File: src/rtl/fib_sched_pkg.sv
// fib_sched_pkg: channel state encoding and default parameter values
// shared by the Fibonacci scheduler, its arbiter and its bus interface.
package fib_sched_pkg;

    typedef enum logic [1:0] {
        IDLE = 2'd0,
        RUN  = 2'd1,
        DONE = 2'd2
    } state_t;

    localparam int DEF_W     = 8;
    localparam int DEF_LIMIT = 100;
    localparam int DEF_SEED  = 1;

endpackage

File: src/rtl/fib_sched_if.sv
// fib_sched_if: per-channel start/clear requests and the status/result
// signals of the two-channel Fibonacci scheduler. The requester side uses
// the master modport, the scheduler uses the slave modport.
interface fib_sched_if #(
    parameter int W = 8
);
    logic         start0;
    logic         start1;
    logic         clr0;
    logic         clr1;
    logic         busy0;
    logic         busy1;
    logic         done0;
    logic         done1;
    logic [W-1:0] x0;
    logic [W-1:0] x1;
    logic [1:0]   grant;
    logic         ovf;

    modport master (
        output start0, start1, clr0, clr1,
        input  busy0, busy1, done0, done1, x0, x1, grant, ovf
    );

    modport slave (
        input  start0, start1, clr0, clr1,
        output busy0, busy1, done0, done1, x0, x1, grant, ovf
    );
endinterface

File: src/rtl/fib_rr_arb.sv
// fib_rr_arb: two-request arbiter for the shared adder. Grant is one-hot or
// zero and only ever goes to a requesting channel. Default build is
// round-robin with a pointer that moves to the other channel after every
// grant; defining FIB_SCHED_FIXED_PRIO_EN makes channel 0 always win.
module fib_rr_arb
    import fib_sched_pkg::*;
(
    input  logic       clk,
    input  logic       reset,
    input  logic [1:0] req,
    output logic [1:0] grant
);

`ifdef FIB_SCHED_FIXED_PRIO_EN
    // No pointer in fixed priority; clock and reset are kept for a uniform port list.
    wire unused_clk_reset = &{1'b0, clk, reset};

    // Channel 0 wins whenever it requests.
    always_comb begin
        grant = 2'b00;
        if (req[0]) begin
            grant = 2'b01;
        end else if (req[1]) begin
            grant = 2'b10;
        end
    end
`else
    logic ptr;  // 0: channel 0 wins a tie, 1: channel 1 wins a tie

    // Single requester always wins; a tie is resolved by the pointer.
    always_comb begin
        grant = 2'b00;
        case (req)
            2'b01:   grant = 2'b01;
            2'b10:   grant = 2'b10;
            2'b11:   grant = ptr ? 2'b10 : 2'b01;
            default: grant = 2'b00;
        endcase
    end

    // After each grant the pointer favours the channel that did not win.
    always_ff @(posedge clk or negedge reset) begin
        if (!reset) begin
            ptr <= 1'b0;
        end else if (grant != 2'b00) begin
            ptr <= grant[0];
        end
    end
`endif

endmodule

File: src/rtl/fib_sched.sv
// fib_sched: two Fibonacci accumulator channels (x <= x + y, y <= x) that
// share one W-bit adder. Each channel runs IDLE -> RUN -> DONE: start loads
// SEED, granted steps add until x >= LIMIT, then the result is held until
// clr. ovf is a sticky record of any carry out of the adder.
// Optional build macro: FIB_SCHED_FIXED_PRIO_EN (fixed-priority arbiter).
module fib_sched
    import fib_sched_pkg::*;
#(
    parameter int W     = DEF_W,
    parameter int LIMIT = DEF_LIMIT,
    parameter int SEED  = DEF_SEED
) (
    input  logic       clk,
    input  logic       reset,
    fib_sched_if.slave bus
);

    localparam logic [W-1:0] LIM_V  = W'(LIMIT);
    localparam logic [W-1:0] SEED_V = W'(SEED);

    state_t [1:0]        st;
    logic   [1:0][W-1:0] x;
    logic   [1:0][W-1:0] y;
    logic   [1:0]        busy;
    logic   [1:0]        done;
    logic                ovf;

    logic   [1:0]        start;
    logic   [1:0]        clr;
    logic   [1:0]        grant;
    logic                sel;
    logic   [W-1:0]      add_a;
    logic   [W-1:0]      add_b;
    logic   [W:0]        sum;
    logic                at_limit;

    assign start = {bus.start1, bus.start0};
    assign clr   = {bus.clr1, bus.clr0};

    // busy mirrors RUN exactly, so it doubles as the request vector.
    fib_rr_arb u_arb (
        .clk   (clk),
        .reset (reset),
        .req   (busy),
        .grant (grant)
    );

    // The shared adder takes its operands from whichever channel is granted.
    assign sel      = grant[1];
    assign add_a    = x[sel];
    assign add_b    = y[sel];
    assign sum      = {1'b0, add_a} + {1'b0, add_b};
    assign at_limit = (add_a >= LIM_V);

    // Both channel FSMs plus the sticky carry flag; busy/done are registered with state.
    always_ff @(posedge clk or negedge reset) begin
        if (!reset) begin
            st   <= {IDLE, IDLE};
            x    <= '0;
            y    <= '0;
            busy <= '0;
            done <= '0;
            ovf  <= 1'b0;
        end else begin
            for (int i = 0; i < 2; i++) begin
                case (st[i])
                    IDLE: begin
                        if (start[i]) begin
                            st[i]   <= RUN;
                            busy[i] <= 1'b1;
                            x[i]    <= SEED_V;
                            y[i]    <= SEED_V;
                        end
                    end
                    RUN: begin
                        if (grant[i]) begin
                            if (at_limit) begin
                                st[i]   <= DONE;
                                busy[i] <= 1'b0;
                                done[i] <= 1'b1;
                            end else begin
                                x[i] <= sum[W-1:0];
                                y[i] <= add_a;
                            end
                        end
                    end
                    DONE: begin
                        // clr has priority; a simultaneous start is simply not seen.
                        if (clr[i]) begin
                            st[i]   <= IDLE;
                            done[i] <= 1'b0;
                        end
                    end
                    default: begin
                        st[i]   <= IDLE;
                        busy[i] <= 1'b0;
                        done[i] <= 1'b0;
                    end
                endcase
            end
            if ((grant != 2'b00) && !at_limit && sum[W]) begin
                ovf <= 1'b1;
            end
        end
    end

    assign bus.busy0 = busy[0];
    assign bus.busy1 = busy[1];
    assign bus.done0 = done[0];
    assign bus.done1 = done[1];
    assign bus.x0    = x[0];
    assign bus.x1    = x[1];
    assign bus.grant = grant;
    assign bus.ovf   = ovf;

endmodule

File: src/flat_wrapper.sv
// flat-port wrapper written by rule: the top's interface ports become plain ports
module fib_sched_flat import fib_sched_pkg::*;
#(
    parameter int W     = DEF_W,
    parameter int LIMIT = DEF_LIMIT,
    parameter int SEED  = DEF_SEED
)
  (clk, reset, bus_start0, bus_start1, bus_clr0, bus_clr1, bus_busy0, bus_busy1, bus_done0, bus_done1, bus_x0, bus_x1, bus_grant, bus_ovf);
  fib_sched_if #(.W(W)) bus_i ();
  input  logic clk;
  input  logic reset;
  input wire logic [$bits(bus_i.start0)-1:0] bus_start0;
  input wire logic [$bits(bus_i.start1)-1:0] bus_start1;
  input wire logic [$bits(bus_i.clr0)-1:0] bus_clr0;
  input wire logic [$bits(bus_i.clr1)-1:0] bus_clr1;
  output wire logic [$bits(bus_i.busy0)-1:0] bus_busy0;
  output wire logic [$bits(bus_i.busy1)-1:0] bus_busy1;
  output wire logic [$bits(bus_i.done0)-1:0] bus_done0;
  output wire logic [$bits(bus_i.done1)-1:0] bus_done1;
  output wire logic [$bits(bus_i.x0)-1:0] bus_x0;
  output wire logic [$bits(bus_i.x1)-1:0] bus_x1;
  output wire logic [$bits(bus_i.grant)-1:0] bus_grant;
  output wire logic [$bits(bus_i.ovf)-1:0] bus_ovf;
  assign bus_i.start0 = bus_start0;
  assign bus_i.start1 = bus_start1;
  assign bus_i.clr0 = bus_clr0;
  assign bus_i.clr1 = bus_clr1;
  assign bus_busy0 = bus_i.busy0;
  assign bus_busy1 = bus_i.busy1;
  assign bus_done0 = bus_i.done0;
  assign bus_done1 = bus_i.done1;
  assign bus_x0 = bus_i.x0;
  assign bus_x1 = bus_i.x1;
  assign bus_grant = bus_i.grant;
  assign bus_ovf = bus_i.ovf;
  fib_sched #(.W(W), .LIMIT(LIMIT), .SEED(SEED)) u_core (.clk(clk), .reset(reset), .bus(bus_i));
endmodule
File: config.mk
export PLATFORM = sky130hd
export DESIGN_NAME = fib_sched_flat
export DESIGN_NICKNAME = d
export VERILOG_FILES = /design/src/rtl/fib_sched_pkg.sv /design/src/rtl/fib_sched_if.sv /design/src/rtl/fib_rr_arb.sv /design/src/rtl/fib_sched.sv /design/src/flat_wrapper.sv
export SDC_FILE = /design/constraint.sdc
export NUM_CORES = 1
export LEC_CHECK = 0
export CORE_MARGIN = 3
export CORE_UTILIZATION = 40
export CTS_BUF_LIST = sky130_fd_sc_hd__clkbuf_8
export CTS_CLUSTER_DIAMETER = 120
export DETAILED_ROUTE_END_ITERATION = 10
export PLACE_DENSITY = 0.68
export RECOVER_POWER = 25
export SETUP_SLACK_MARGIN = 0.15
export SLEW_MARGIN = 10
export SYNTH_ARGS = -nofsm -noshare
export SYNTH_HDL_FRONTEND = slang
export SYNTH_SLANG_ARGS = --single-unit
File: constraint.sdc
create_clock -name clk -period 9.1 [get_ports clk]
set_clock_uncertainty 0.1 [all_clocks]
set_input_delay 1.82 -clock clk [delete_from_list [all_inputs] [get_ports clk]]
set_output_delay 1.82 -clock clk [all_outputs]
set_load 0.005 [all_outputs]
**After elaboration in Yosys (flattened, before gate mapping)**

Cells that the tools add are included.

- Flip-flop bits (word level): 42

- Magnitude comparators: 2
- Multiplexer cells: 41
- Reduce and logical (&&, ||, !) cells: 16
- Bitwise gates (word level): 4
- $add $sub $neg: 1
- Equality and inequality tests: 17

Operators by type and width:

| kind | count |
|---|---|
| two-way mux 8 bit | 12 |
| one-hot mux 8 bit (2 select lines) | 4 |
| AND reduction 4 bit | 8 |
| one-hot mux 2 bit (3 select lines) | 3 |
| two-way mux 2 bit | 8 |
| inequality test 2 bit (second input constant) | 6 |
| one-hot mux 1 bit (3 select lines) | 4 |
| two-way mux 1 bit | 10 |
| adder 8 x 8 -> 9 bit | 1 |
| == test 2 bit (second input constant) | 4 |
| greater-or-equal comparator 8 x 7 -> 1 bit (second input constant) | 1 |
| inequality test 2 x 1 -> 1 bit (second input constant) | 4 |
| == test 2 x 1 -> 1 bit (second input constant) | 3 |
| nonzero test 2 bit | 3 |
| zero test 2 bit | 2 |
| NOT 1 bit | 4 |
| logical AND 1 bit | 2 |
| < comparator 1 x 2 -> 1 bit (second input constant) | 1 |
| zero test 1 bit | 1 |

**Longest topological paths before layout**

Gate-level depths: netlist of run 1.

- Depth in word-level cells: 8
- Mapped depth: 11
- Depth with buffers taken out: 11

**Cells and area by module**

From an unflattened synthesis of run 1, not the netlist that was laid out.

- Cells, all modules: 223
- Area, all modules: 2,399.8 um2

By module, submodules not included:

| module | area an instance (um2) | instances | sequential area each (um2) | cells an instance |
|---|---|---|---|---|
| fib_sched | 2,346.0 | 1 | 1,026.0 | 217 |
| fib_rr_arb | 53.8 | 1 | 25.0 | 6 |

**Worst setup path before layout of run 1**

Ideal clock, no wire load.

- Path kind: reg-to-reg
- Start: register u_core.busy[0]
- End: register u_core.x, in the netlist u_core.bus.x1[7]
- Data required time: 8,930 ps
- Setup slack: 5,980 ps
- Buffers on the path: 1
- Stages on the path, launching flop included: 12
- Arrival time: 2,951 ps
- Clock period less this slack: 3,120 ps
- Cells stage by stage: dfrtp_1 -> nand2b_2 -> nand2_2 -> inv_2 -> buf_1 -> mux2_2 -> ha_1 -> a21oi_1 -> o21ai_0 -> and2_0 -> or4_1 -> nand3_1

- Word-level cells in the longest chain between the ends: 8

RTL lines:

| element | RTL line | source |
|---|---|---|
| from (decl) | fib_sched.sv:24 | `logic [1:0] busy;` |
| from (signal assigned) | fib_sched.sv:61 | `busy <= '0;` |
| from (signal, indexed assignment) | fib_sched.sv:70 | `busy[i] <= 1'b1;` |
| from (signal, indexed assignment) | fib_sched.sv:79 | `busy[i] <= 1'b0;` |
| == test 2 bit / == test 2 x 1 -> 1 bit (equally long branches) | fib_rr_arb.sv:33 | `case (req)` |
| one-hot mux 2 bit (3 select lines) * | fib_rr_arb.sv:33 |  |
| net bus_grant[1] | flat_wrapper.sv:22 | `output wire logic [$bits(bus_i.grant)-1:0] bus_grant;` |
| two-way mux 8 bit (on tied branches) (2 in a row) | fib_sched.sv:50, fib_sched.sv:51 |  |
| adder 8 x 8 -> 9 bit | fib_sched.sv:52 | `assign sum = {1'b0, add_a} + {1'b0, add_b};` |
| two-way mux 8 bit | fib_sched.sv:77 | `if (at_limit) begin` |
| two-way mux 8 bit | fib_sched.sv:76 | `if (grant[i]) begin` |
| one-hot mux 8 bit (2 select lines) | fib_sched.sv:66 | `case (st[i])` |
| to (signal, indexed assignment) | fib_sched.sv:82 | `x[i] <= sum[W-1:0];` |
| to (decl) | fib_sched.sv:22 | `logic [1:0][W-1:0] x;` |

Mark *: on every way through the listed nets, which the timed path passes. The rest lies on a longest branch. The select of a mux whose other input is x is not followed.
A chain may end at the register's enable or synchronous reset.

**Worst setup path in the final report of run 1**

- Start: register u_core.busy[0]
- End: output bus_grant[1]

- Word-level cells in the longest chain between the ends: 2

RTL lines:

| element | RTL line |
|---|---|
| == test 2 bit / == test 2 x 1 -> 1 bit (equally long branches) | fib_rr_arb.sv:33 |
| one-hot mux 2 bit (3 select lines) * | fib_rr_arb.sv:33 |
| to (decl) | flat_wrapper.sv:22 |

Every way passes the cells marked *; elsewhere a longest branch is shown, timed or not.

==> results of run 1 <==
==> area by class of cell <==
| type | instances | area, sq um | area share |
|---|---|---|---|
| Multi-Input combinational cell | 179 | 1190 | 0.435 |
| Sequential cell | 42 | 1050 | 0.383 |
| Timing Repair Buffer | 29 | 282 | 0.103 |
| Tap cell | 72 | 90.1 | 0.0329 |
| Clock buffer | 5 | 68.8 | 0.0251 |
| Inverter | 13 | 48.8 | 0.0178 |
| Clock inverter | 2 | 10.0 | 0.00365 |
==> power by group through the flow <==
stage                     sequential [uW]  combinational [uW]  clock (uW)
after floorplan                       318                 402           0
after global placement                339                 561           0
after detailed placement              341                 570           0
after CTS                             338                 574         120
after global routing                  350                 636         129
final                                 339                 571         118
==> per-layer routing <==
layer,up-vias,global-route usage
met2,43,0.267
met1,947,0.259
li1,945,-
met5,-,0
met4,0,0.0474
met3,9,0.0325
==> cells by family (layout without fill, tap and decap cells) <==
logic type / after synthesis / in the layout / synth area share
and+or+nand+nor: 81 / 81 / 0.182
AOI/OAI and AO/OA: 68 / 68 / 0.188
muxes: 15 / 15 / 0.0684
buffers and inverters: 24 / 49 / 0.0422
adders and majority gates: 10 / 10 / 0.0513
DFF: 42 / 42 / 0.449
xor gates and xnor gates: 5 / 5 / 0.0187
==> cells in the final DEF (no fill, tap or decap), drive strengths merged, types with 6 or more instances in the layout <==
cell type      count
nand2             21
mux2               8
a21oi              8
nor2              13
dfrtp             42
nand2b             6
clkbuf             6
inv               13
clkdlybuf4s50     23
o31ai             10
nor3               6
nand3             13
ha                 8
o21ai             25
mux2i              7
==> flip-flops by register name, indices dropped and copies added (netlist names) <==
register / count
u_core.bus.x1: 8
u_core.st: 4
u_core.done: 2
u_core.bus.x0: 8
u_core.busy: 2
u_core.bus.ovf: 1
u_core.u_arb.ptr: 1
u_core.y: 16
==> per-stage QoR <==
step           std cells  utilization  power [uW]  hold WS [ns]
3_5_place_dp         335        0.478         911         0.363
5_1_grt              342        0.492        1110         0.410
6_report             342        0.492        1030         0.379
3_3_place_gp         335        0.478         900         0.356
2_1_floorplan        245            -         720         0.345
4_1_cts              342        0.492        1030         0.382
==> worst max-delay path: cells and delay by family (launching register included) <==
| family | cells | cell delay (ns) |
|---|---|---|
| flops | 1 | 0.46 |
| simple gates | 2 | 0.27 |
| buf+inv | 2 | 0.92 |
==> synth_stat cells, types with 2 or more instances <==
cell type	n	area share
o21ai_1	4	0.0086
and2_1	3	0.0080
or4_1	2	0.0064
o32ai_1	2	0.0075
mux2_2	7	0.034
a21o_1	3	0.0096
o211ai_1	3	0.0096
a31oi_1	2	0.0053
and3_1	3	0.0080
o311a_1	2	0.0086
ha_1	8	0.043
nor4_1	3	0.0080
buf_1	2	0.0032
or3_1	2	0.0053
nor3_1	6	0.013
nand2_1	20	0.032
a211o_1	2	0.0075
nor2b_1	3	0.0080
xnor2_1	2	0.0075
o31ai_1	10	0.032
nor2_1	12	0.019
xor2_1	3	0.011
a211oi_1	4	0.013
o21ai_0	21	0.045
clkbuf_1	7	0.011
nand4_1	2	0.0053
dfrtp_1	42	0.45
inv_1	12	0.019
maj3_1	2	0.0086
nand2b_1	5	0.013
mux2i_1	7	0.030
a21oi_1	8	0.017
nand3_1	13	0.028
==> worst max-delay path by stage <==
stage                              start  cells after the start          endpoint
after global placement        bus_start0                      5  u_core.bus.x0[4]
after floorplan           u_core.busy[0]                     11  u_core.bus.x1[7]
after global routing               reset                      1    u_core.done[0]
after CTS                 u_core.busy[0]                      4      bus_grant[1]
final                     u_core.busy[0]                      4      bus_grant[1]
after detailed placement      bus_start0                      5  u_core.bus.x0[4]
==> results.sh, run 1 <==
export IMPL_status="complete, but fails checks"
export IMPL_violations="max-capacitance violations, max-slew violations"
export IMPL_yosysSeqAreaShare=0.449
export IMPL_clock_power_share=0.114
export IMPL_hold_depth=2
export IMPL_setup_viol=0
export IMPL_cts_resized=0
export IMPL_drt_iter0_drc=159
export IMPL_worstPathRequired_ns=7.18
export IMPL_p_int_uw=564
export IMPL_wl_met3_microns=183
export IMPL_area_growth_pct=17.1
export IMPL_max_stage_delay_ns=0.58
export IMPL_netlist_area_sq_mm=0.00234
export IMPL_synth_cells=245
export IMPL_rsz0062_at_grt="false"
export IMPL_regToRegEndpoint="u_core.bus.x0[7]"
export IMPL_min_path_type="register to register"
export IMPL_synth_warnings=0
export IMPL_reg2reg_slack_ns=5.75
export IMPL_drcViolationCount=0
export IMPL_synth_nets=259
export IMPL_num_antenna_cells=0
export IMPL_synth_seq_cells=42
export IMPL_pwr_density_cell_mw_per_mm2=375
export IMPL_rows=27
export IMPL_finalCritPeriodShare=0.427
export IMPL_grt_pass1_vias=1806
export IMPL_whs_endpoint="u_core.y[5]"
export IMPL_dr_wl_met2_microns=2510
export IMPL_start_util=0.420
export IMPL_placed_area_sq_mm=0.00266
export IMPL_path_cells="nand2b_2, nand2_2, inv_2, clkdlybuf4s50_1"
export IMPL_io_buffers=28
export IMPL_fin_ws_ns=5.22
export IMPL_drtAntennaViolNets=0
export IMPL_cts_max_level=2
export IMPL_grt_ovfl_total=0
export IMPL_post_cts_setup_buffers=0
export IMPL_wl_per_cell_microns=16.3
export IMPL_clock_fmax_mhz=258
export IMPL_max_slew_margin=-0.532
export IMPL_pwr_share_seq=0.330
export IMPL_avgSynthCellArea_sq_um=9.56
export IMPL_globalplace_congestion=0.828
export IMPL_p_leak_uw=0.00124
export IMPL_die_w_microns=82.5
export IMPL_max_cap_viol_count=1
export IMPL_path_clk_slew_ns=0.08
export IMPL_die_area_sq_mm=0.00681
export IMPL_end_kind="output pin"
export IMPL_p_comb_frac=0.556
export IMPL_grt_usage=0.176
export IMPL_worstPathArrival_ns=1.96
export IMPL_place_hpwl_microns=3840
export IMPL_m1WireLength_microns=2820
export IMPL_min_period_ns=3.88
export IMPL_fin_area_sq_mm=0.00274
export IMPL_crit_path_start_kind="register"
export IMPL_grt_pass1_wl_microns=9040
export IMPL_cts_tree="done"
export IMPL_cts_sinks=42
export IMPL_ctsHoldBuffers=0
export IMPL_drtPass1Iterations=4
export IMPL_slowest_stage="clkdlybuf4s50_1"
export IMPL_core_area_sq_mm=0.00557
export IMPL_setup_tns_ns=0
export IMPL_ys_flop_type="dfrtp_1"
export IMPL_insertion_delay_ns=0.30
export IMPL_routed_via_density=5.68
export IMPL_fill_cells=534
export IMPL_ios=29
export IMPL_r2r_start="u_core.busy[0]"
export IMPL_synth_cell_type_count=51
export IMPL_swShare=0.451
export IMPL_antenna_found_initial=0
export IMPL_die_y_microns=82.5
export IMPL_async_flop_share=1.00
export IMPL_tightestPinTransition_ns=2.30
export IMPL_via_count=1944
export IMPL_post_place_ws_ns=5.11
export IMPL_rr_worst_depth=11
export IMPL_drive_gt1_frac=0.0778
export IMPL_power_switching_uw=464
export IMPL_root_buffer="clkbuf_8"
export IMPL_clk_path_buf_depth=2
export IMPL_vdd_drop_max_mv=0.203
export IMPL_fin_nets=284
export IMPL_totalWireLength_microns=5590
export IMPL_cp_max_fo=16
export IMPL_synth_edf_count=0
export IMPL_top_layer="met4"
export IMPL_hold_viol_final=0
export IMPL_hold_start="u_core.y[5]"
export IMPL_grt_max_degree=43
export IMPL_slew_violations=43
export IMPL_cts_buffers_inserted=5
export IMPL_setup_worst_path_class="register to output pin"
(Power assumes the default switching activity.)
==> run 2: changes to the inputs <==
Settings changed: PLACE_DENSITY 0.68 to 0.7.
Clock period 9.1 ns to 3.2 ns, I/O delays scaled along.
==> run 2 against run 1 <==
Net effect:
- the flow still finishes with violations (max-capacitance violations, max-slew violations)
- register-to-register slack lost 5.5 ns
- first-iteration DRC count shrank 37%
- via count shrank 0.41%
- largest power group unchanged
- final area grew 3.1%
- setup slack lost 4.9 ns
==> results.sh, run 2 (synthesized netlist as in run 1, its figures left out) <==
export IMPL_place_hpwl_microns=3930
export IMPL_drcViolationCount=0
export IMPL_rr_worst_depth=11
export IMPL_grt_max_degree=43
export IMPL_vdd_drop_max_mv=0.579
export IMPL_die_y_microns=82.5
export IMPL_r2r_start="u_core.u_arb.ptr"
export IMPL_status="complete, but fails checks"
export IMPL_fill_cells=543
export IMPL_via_count=1936
export IMPL_end_kind="register"
export IMPL_hold_viol_final=0
export IMPL_placed_area_sq_mm=0.00272
export IMPL_die_w_microns=82.5
export IMPL_path_clk_slew_ns=0.07
export IMPL_regToRegEndpoint="u_core.bus.x1[7]"
export IMPL_insertion_delay_ns=0.29
export IMPL_drive_gt1_frac=0.101
export IMPL_setup_tns_ns=0
export IMPL_slew_violations=43
export IMPL_cts_max_level=2
export IMPL_root_buffer="clkbuf_8"
export IMPL_die_area_sq_mm=0.00681
export IMPL_startpoint="u_core.u_arb.ptr"
export IMPL_antenna_found_initial=0
export IMPL_max_cap_viol_count=1
export IMPL_area_growth_pct=20.8
export IMPL_num_antenna_cells=0
export IMPL_crit_path_end="u_core.bus.x1[7]"
export IMPL_drt_iter0_drc=100
export IMPL_ctsHoldBuffers=0
export IMPL_p_leak_uw=0.00129
export IMPL_max_slew_margin=-0.478
export IMPL_wl_per_cell_microns=15.5
export IMPL_setup_viol=0
export IMPL_cp_max_fo=7
export IMPL_worstPathArrival_ns=3.03
export IMPL_hold_worst_slack_ns=0.384
export IMPL_fin_area_sq_mm=0.00283
export IMPL_finalCritPeriodShare=0.908
export IMPL_layout_cells_most_common="dfrtp_1"
export IMPL_grt_ovfl_total=0
export IMPL_routed_via_density=5.53
export IMPL_setup_worst_path_class="register to register"
export IMPL_rows=27
export IMPL_cts_tree="done"
export IMPL_drtAntennaViolNets=0
export IMPL_grt_usage=0.180
export IMPL_drtPass1Iterations=4
export IMPL_start_util=0.420
export IMPL_totalWireLength_microns=5430
export IMPL_tightestPinTransition_ns=2.22
export IMPL_core_area_sq_mm=0.00557
export IMPL_worstPathRequired_ns=3.32
export IMPL_rsz0062_at_grt="false"
export IMPL_violations="max-capacitance violations, max-slew violations"
export IMPL_multiInputGateArea_sq_mm=0.00119
export IMPL_io_buffers=28
export IMPL_pwr_density_cell_mw_per_mm2=1090
export IMPL_clock_fmax_mhz=344
export IMPL_clk_path_buf_depth=2
export IMPL_reg2reg_slack_ns=0.29
export IMPL_cts_buffers_inserted=5
export IMPL_ios=29
export IMPL_grt_pass1_vias=1900
export IMPL_largest_register="u_core.y"
export IMPL_final_cell_mix="dfrtp_1 (42), clkdlybuf4s50_1 (27), o21ai_0 (21), nand2_1 (20), inv_1 (14)"
export IMPL_regArea_sq_mm=0.00105
export IMPL_grt_pass1_wl_microns=9320
export IMPL_cts_sinks=42
export IMPL_globalplace_congestion=0.850
export IMPL_crit_path_start_kind="register"
export IMPL_min_path_type="register to register"
export IMPL_fin_nets=291
export IMPL_largest_reg_flops=16
export IMPL_min_period_ns=2.91
run 2: cell types whose count changed in the layout (fill, tap and decap cells not counted), moves of 2 or more:
cell / change
inv_1: +2
dlygate4sd3_1: -4
buf_4: +7
clkdlybuf4s50_1: +4
clkinv_2: -2
run 2: final cells by class:
cell class | instances | share of cell area
sequential | 42 | 0.372
inverter | 13 | 0.0181
timing repair buffer | 36 | 0.118
tap | 72 | 0.0319
clock inverter | 3 | 0.0133
clock buffer | 5 | 0.0243
multi-input combinational | 179 | 0.423
run 2: through the flow:
| stage | utilization | power (uW) | setup slack [ns] | instances |
|---|---|---|---|---|
| 2_1_floorplan | - | 2050 | 0.226 | 245 |
| 3_3_place_gp | 0.487 | 2650 | 0.294 | 342 |
| 3_5_place_dp | 0.487 | 2660 | 0.242 | 342 |
| 4_1_cts | 0.506 | 3070 | 0.218 | 350 |
| 5_1_grt | 0.507 | 3340 | 0.160 | 350 |
| 6_report | 0.507 | 3070 | 0.294 | 350 |
run 2: how the worst min path moves through the flow:
stage,slack (ns),endpoint,cells past startpoint,start
6_report,0.38,u_core.y[6],2,u_core.y[6]
5_1_grt,0.42,u_core.y[7],1,u_core.y[7]
4_1_cts,0.39,u_core.y[6],2,u_core.y[6]
3_5_place_dp,0.37,u_core.bus.ovf,1,u_core.bus.ovf
3_3_place_gp,0.36,u_core.y[6],2,u_core.y[6]
2_1_floorplan,0.24,u_core.bus.ovf,0,reset
run 2: timing repair:
item,in CTS,in global routing
setup endpoints to repair,0,7
hold endpoints to repair,0,0
buffers inserted,0,0
resized for setup,0,4
run 2: worst max-delay path: stages (launching register included):
cell      delay (ns)
dfrtp_1         0.41
nand2b_2        0.23
nand2_2         0.11
buf_4           0.16
mux2i_1         0.27
inv_1           0.07
ha_1            0.22
maj3_1          0.39
o211ai_1        0.13
a21oi_1         0.16
or4_1           0.49
nand3_1         0.09
run 2: metal layers:
| layer | GRT usage | vias up | wire length [microns] |
|---|---|---|---|
| met5 | 0 | - | 0 |
| met4 | 0.0490 | 0 | 39 |
| met3 | 0.0336 | 4 | 303 |
| met2 | 0.281 | 57 | 2440 |
| met1 | 0.255 | 917 | 2640 |
| li1 | - | 958 | - |
run 2: where the power goes:
| part | switching (uW) | internal (uW) | leakage [uW] | total (uW) |
|---|---|---|---|---|
| Combinational | 936 | 788 | 0.000693 | 1720 |
| Sequential | 208 | 739 | 0.000537 | 947 |
| Clock | 174 | 227 | 0.0000607 | 401 |
| Total | 1320 | 1750 | 0.00129 | 3070 |
==> run 3: changes to the inputs <==
Settings changed: ABC_AREA set to 1, CTS_CLUSTER_SIZE set to 14, PLACE_DENSITY 0.7 to 0.69.
==> run 3 against run 2 <==
Net effect:
- via count grew 8.5%
- the run still ends with max-capacitance violations, max-slew violations left
- critical path depth grew 2
- non-clock buffer count shrank 7
- synthesized area grew 8.1%
- combinational power grew 40%
- count of clock-buffer cells in the layout is the same
==> results.sh, run 3 <==
export IMPL_totalWireLength_microns=5720
export IMPL_grt_pass1_wl_microns=10200
export IMPL_cp_max_fo=19
export IMPL_synth_edf_count=0
export IMPL_ys_flop_type="dfrtp_1"
export IMPL_max_stage_delay_ns=0.57
export IMPL_via_count=2100
export IMPL_pwr_density_cell_mw_per_mm2=1270
export IMPL_globalplace_congestion=0.897
export IMPL_antenna_found_initial=0
export IMPL_post_cts_setup_buffers=0
export IMPL_clock_power_share=0.112
export IMPL_synth_cells=324
export IMPL_root_buffer="clkbuf_8"
export IMPL_num_antenna_cells=0
export IMPL_ctsHoldBuffers=0
export IMPL_grt_ovfl_total=0
export IMPL_synth_most_common_cell="nand2_1"
export IMPL_fill_cells=594
export IMPL_die_w_microns=85.5
export IMPL_violations="max-capacitance violations, max-slew violations"
export IMPL_path_clk_slew_ns=0.08
export IMPL_setup_tns_ns=0
export IMPL_async_flop_share=1.00
export IMPL_place_hpwl_microns=4170
export IMPL_layout_cells_most_common="nand2_1"
export IMPL_status="complete, but fails checks"
export IMPL_min_path_type="register to register"
export IMPL_core_area_sq_mm=0.00603
export IMPL_start_util=0.420
export IMPL_max_cap_viol_count=1
export IMPL_avgSynthCellArea_sq_um=7.81
export IMPL_rr_worst_depth=13
export IMPL_end_kind="register"
export IMPL_wl_per_cell_microns=13.3
export IMPL_fin_nets=367
export IMPL_die_area_sq_mm=0.00732
export IMPL_slowest_stage="dfrtp_1"
export IMPL_synth_common_cells="nand2_1 (108), inv_1 (43), dfrtp_1 (42)"
export IMPL_synth_nets=338
export IMPL_worstPathRequired_ns=3.27
export IMPL_ios=29
export IMPL_p_leak_uw=0.00155
export IMPL_netlist_area_sq_mm=0.00253
export IMPL_power_switching_uw=1900
export IMPL_grt_max_degree=43
export IMPL_cts_buffers_inserted=5
export IMPL_pwr_share_seq=0.246
export IMPL_slew_violations=43
export IMPL_rows=28
export IMPL_largest_reg_flops=16
export IMPL_grt_pass1_vias=2159
export IMPL_insertion_delay_ns=0.30
export IMPL_netlist_top_cell_by_area="dfrtp_1"
export IMPL_area_growth_pct=16.6
export IMPL_hold_start="u_core.done[1]"
export IMPL_cp_common_cell="nand2_1"
export IMPL_finalCritPeriodShare=0.832
export IMPL_swShare=0.505
export IMPL_vdd_drop_max_mv=0.609
export IMPL_routed_via_density=4.90
export IMPL_numPlacedInstances=421
export IMPL_clk_path_buf_depth=2
export IMPL_setup_viol=0
export IMPL_max_slew_margin=-0.541
export IMPL_io_buffers=28
export IMPL_drive_gt1_frac=0.141
export IMPL_path_cells="nand2_4, nand2_8, nand2_1, o21ai_1, inv_1, ha_1, a21oi_1, nor2_1, a211oi_1, nand2_1, xor2_1, nand2_1, o21ai_0"
export IMPL_largest_register="u_core.y"
export IMPL_rsz0062_at_grt="false"
export IMPL_setup_worst_path_class="register to register"
export IMPL_synth_top_cell_area_share=0.415
export IMPL_cts_max_level=2
export IMPL_cts_resized=0
export IMPL_grt_usage=0.175
export IMPL_stdcell_count=429
export IMPL_final_cell_mix="nand2_1 (107), inv_1 (43), dfrtp_1 (42), clkdlybuf4s50_1 (27), nor2_1 (19)"
export IMPL_startpoint="u_core.busy[1]"
export IMPL_p_int_uw=1860
export IMPL_die_y_microns=85.5
export IMPL_synth_seq_cells=42
export IMPL_clock_fmax_mhz=376
export IMPL_p_comb_frac=0.642
export IMPL_drtAntennaViolNets=0
export IMPL_drt_iter0_drc=124
export IMPL_r2r_start="u_core.busy[1]"
export IMPL_crit_path_start_kind="register"
export IMPL_synth_cell_type_count=30
export IMPL_min_period_ns=2.66
export IMPL_drcViolationCount=0
export IMPL_fin_area_sq_mm=0.00295
export IMPL_cts_tree="done"
export IMPL_hold_depth=2
export IMPL_hold_viol_final=0
export IMPL_placed_area_sq_mm=0.00284
export IMPL_worstPathArrival_ns=2.73
export IMPL_yosys_top_cells_area="dfrtp_1 (42%), nand2_1 (16%), inv_1 (6.4%), o21ai_2 (4.2%), ha_1 (4.0%)"
export IMPL_synth_warnings=0
export IMPL_yosysSeqAreaShare=0.415
export IMPL_cts_sinks=42
export IMPL_tightestPinTransition_ns=2.31
export IMPL_drtPass1Iterations=4
==> run 3: cell families after synthesis <==
family | after synthesis | share of synthesized area
XOR/XNOR | 4 | 0.0138
adder cells (fa/ha/maj) | 8 | 0.0396
AND/OR/NAND/NOR | 173 | 0.320
flip-flops | 42 | 0.415
buffers and inverters | 52 | 0.0935
AO/OA/AOI/OAI | 45 | 0.117
==> run 3: routing by layer <==
metal,track usage,wire length (microns),vias up
met4,0.0647,112,0
met5,0,0,-
met2,0.273,2550,38
met3,0.0346,174,10
li1,-,-,1075
met1,0.241,2890,977
==> run 3: final cells by class <==
cell class	instances	area [sq um]	share of cell area
multi-input cells	230	1240	0.422
repair buffers	29	282	0.0955
clock buffers	5	68.8	0.0233
flip-flops and latches	42	1050	0.356
inverters	45	169	0.0573
well taps	75	93.8	0.0318
clock inverters	3	40.0	0.0136
==> run 3: final timing paths <==
| check | to | slack (ns) |
|---|---|---|
| hold / removal | u_core.done[1] | 0.38 |
| setup reg to reg | u_core.bus.x1[6] | 0.54 |
| max in group asynchronous | u_core.bus.x1[4] | 0.75 |
| hold reg to reg | u_core.done[1] | 0.38 |
| setup / recovery | u_core.bus.x1[6] | 0.54 |
| min in group asynchronous | u_core.busy[0] | 0.92 |
==> run 3: critical path: cells and delay by family (launching register included) <==
family          cells  cell delay (ns)
compound gates      4             0.64
xor+xnor            1             0.17
fa+ha+maj           1             0.33
buf+inv             1             0.10
flops               1             0.57
simple gates        6             0.62
==> run 3: stage by stage <==
stage / hold WS (ns) / utilization / total power, uW / setup WS (ns)
6_report: 0.376 / 0.489 / 3750 / 0.539
5_1_grt: 0.414 / 0.489 / 4150 / 0.275
3_3_place_gp: 0.361 / 0.471 / 3310 / 0.641
2_1_floorplan: 0.244 / - / 2730 / 0.858
3_5_place_dp: 0.362 / 0.471 / 3340 / 0.479
4_1_cts: 0.382 / 0.489 / 3780 / 0.454
==> run 3: power by group through the flow <==
stage               clock [uW]  combinational (uW)  sequential [uW]
detailed placement           0                2410              928
global route               453                2740              952
CTS                        432                2430              920
finish                     420                2410              921
floorplan                    0                1850              888
global placement             0                2380              927
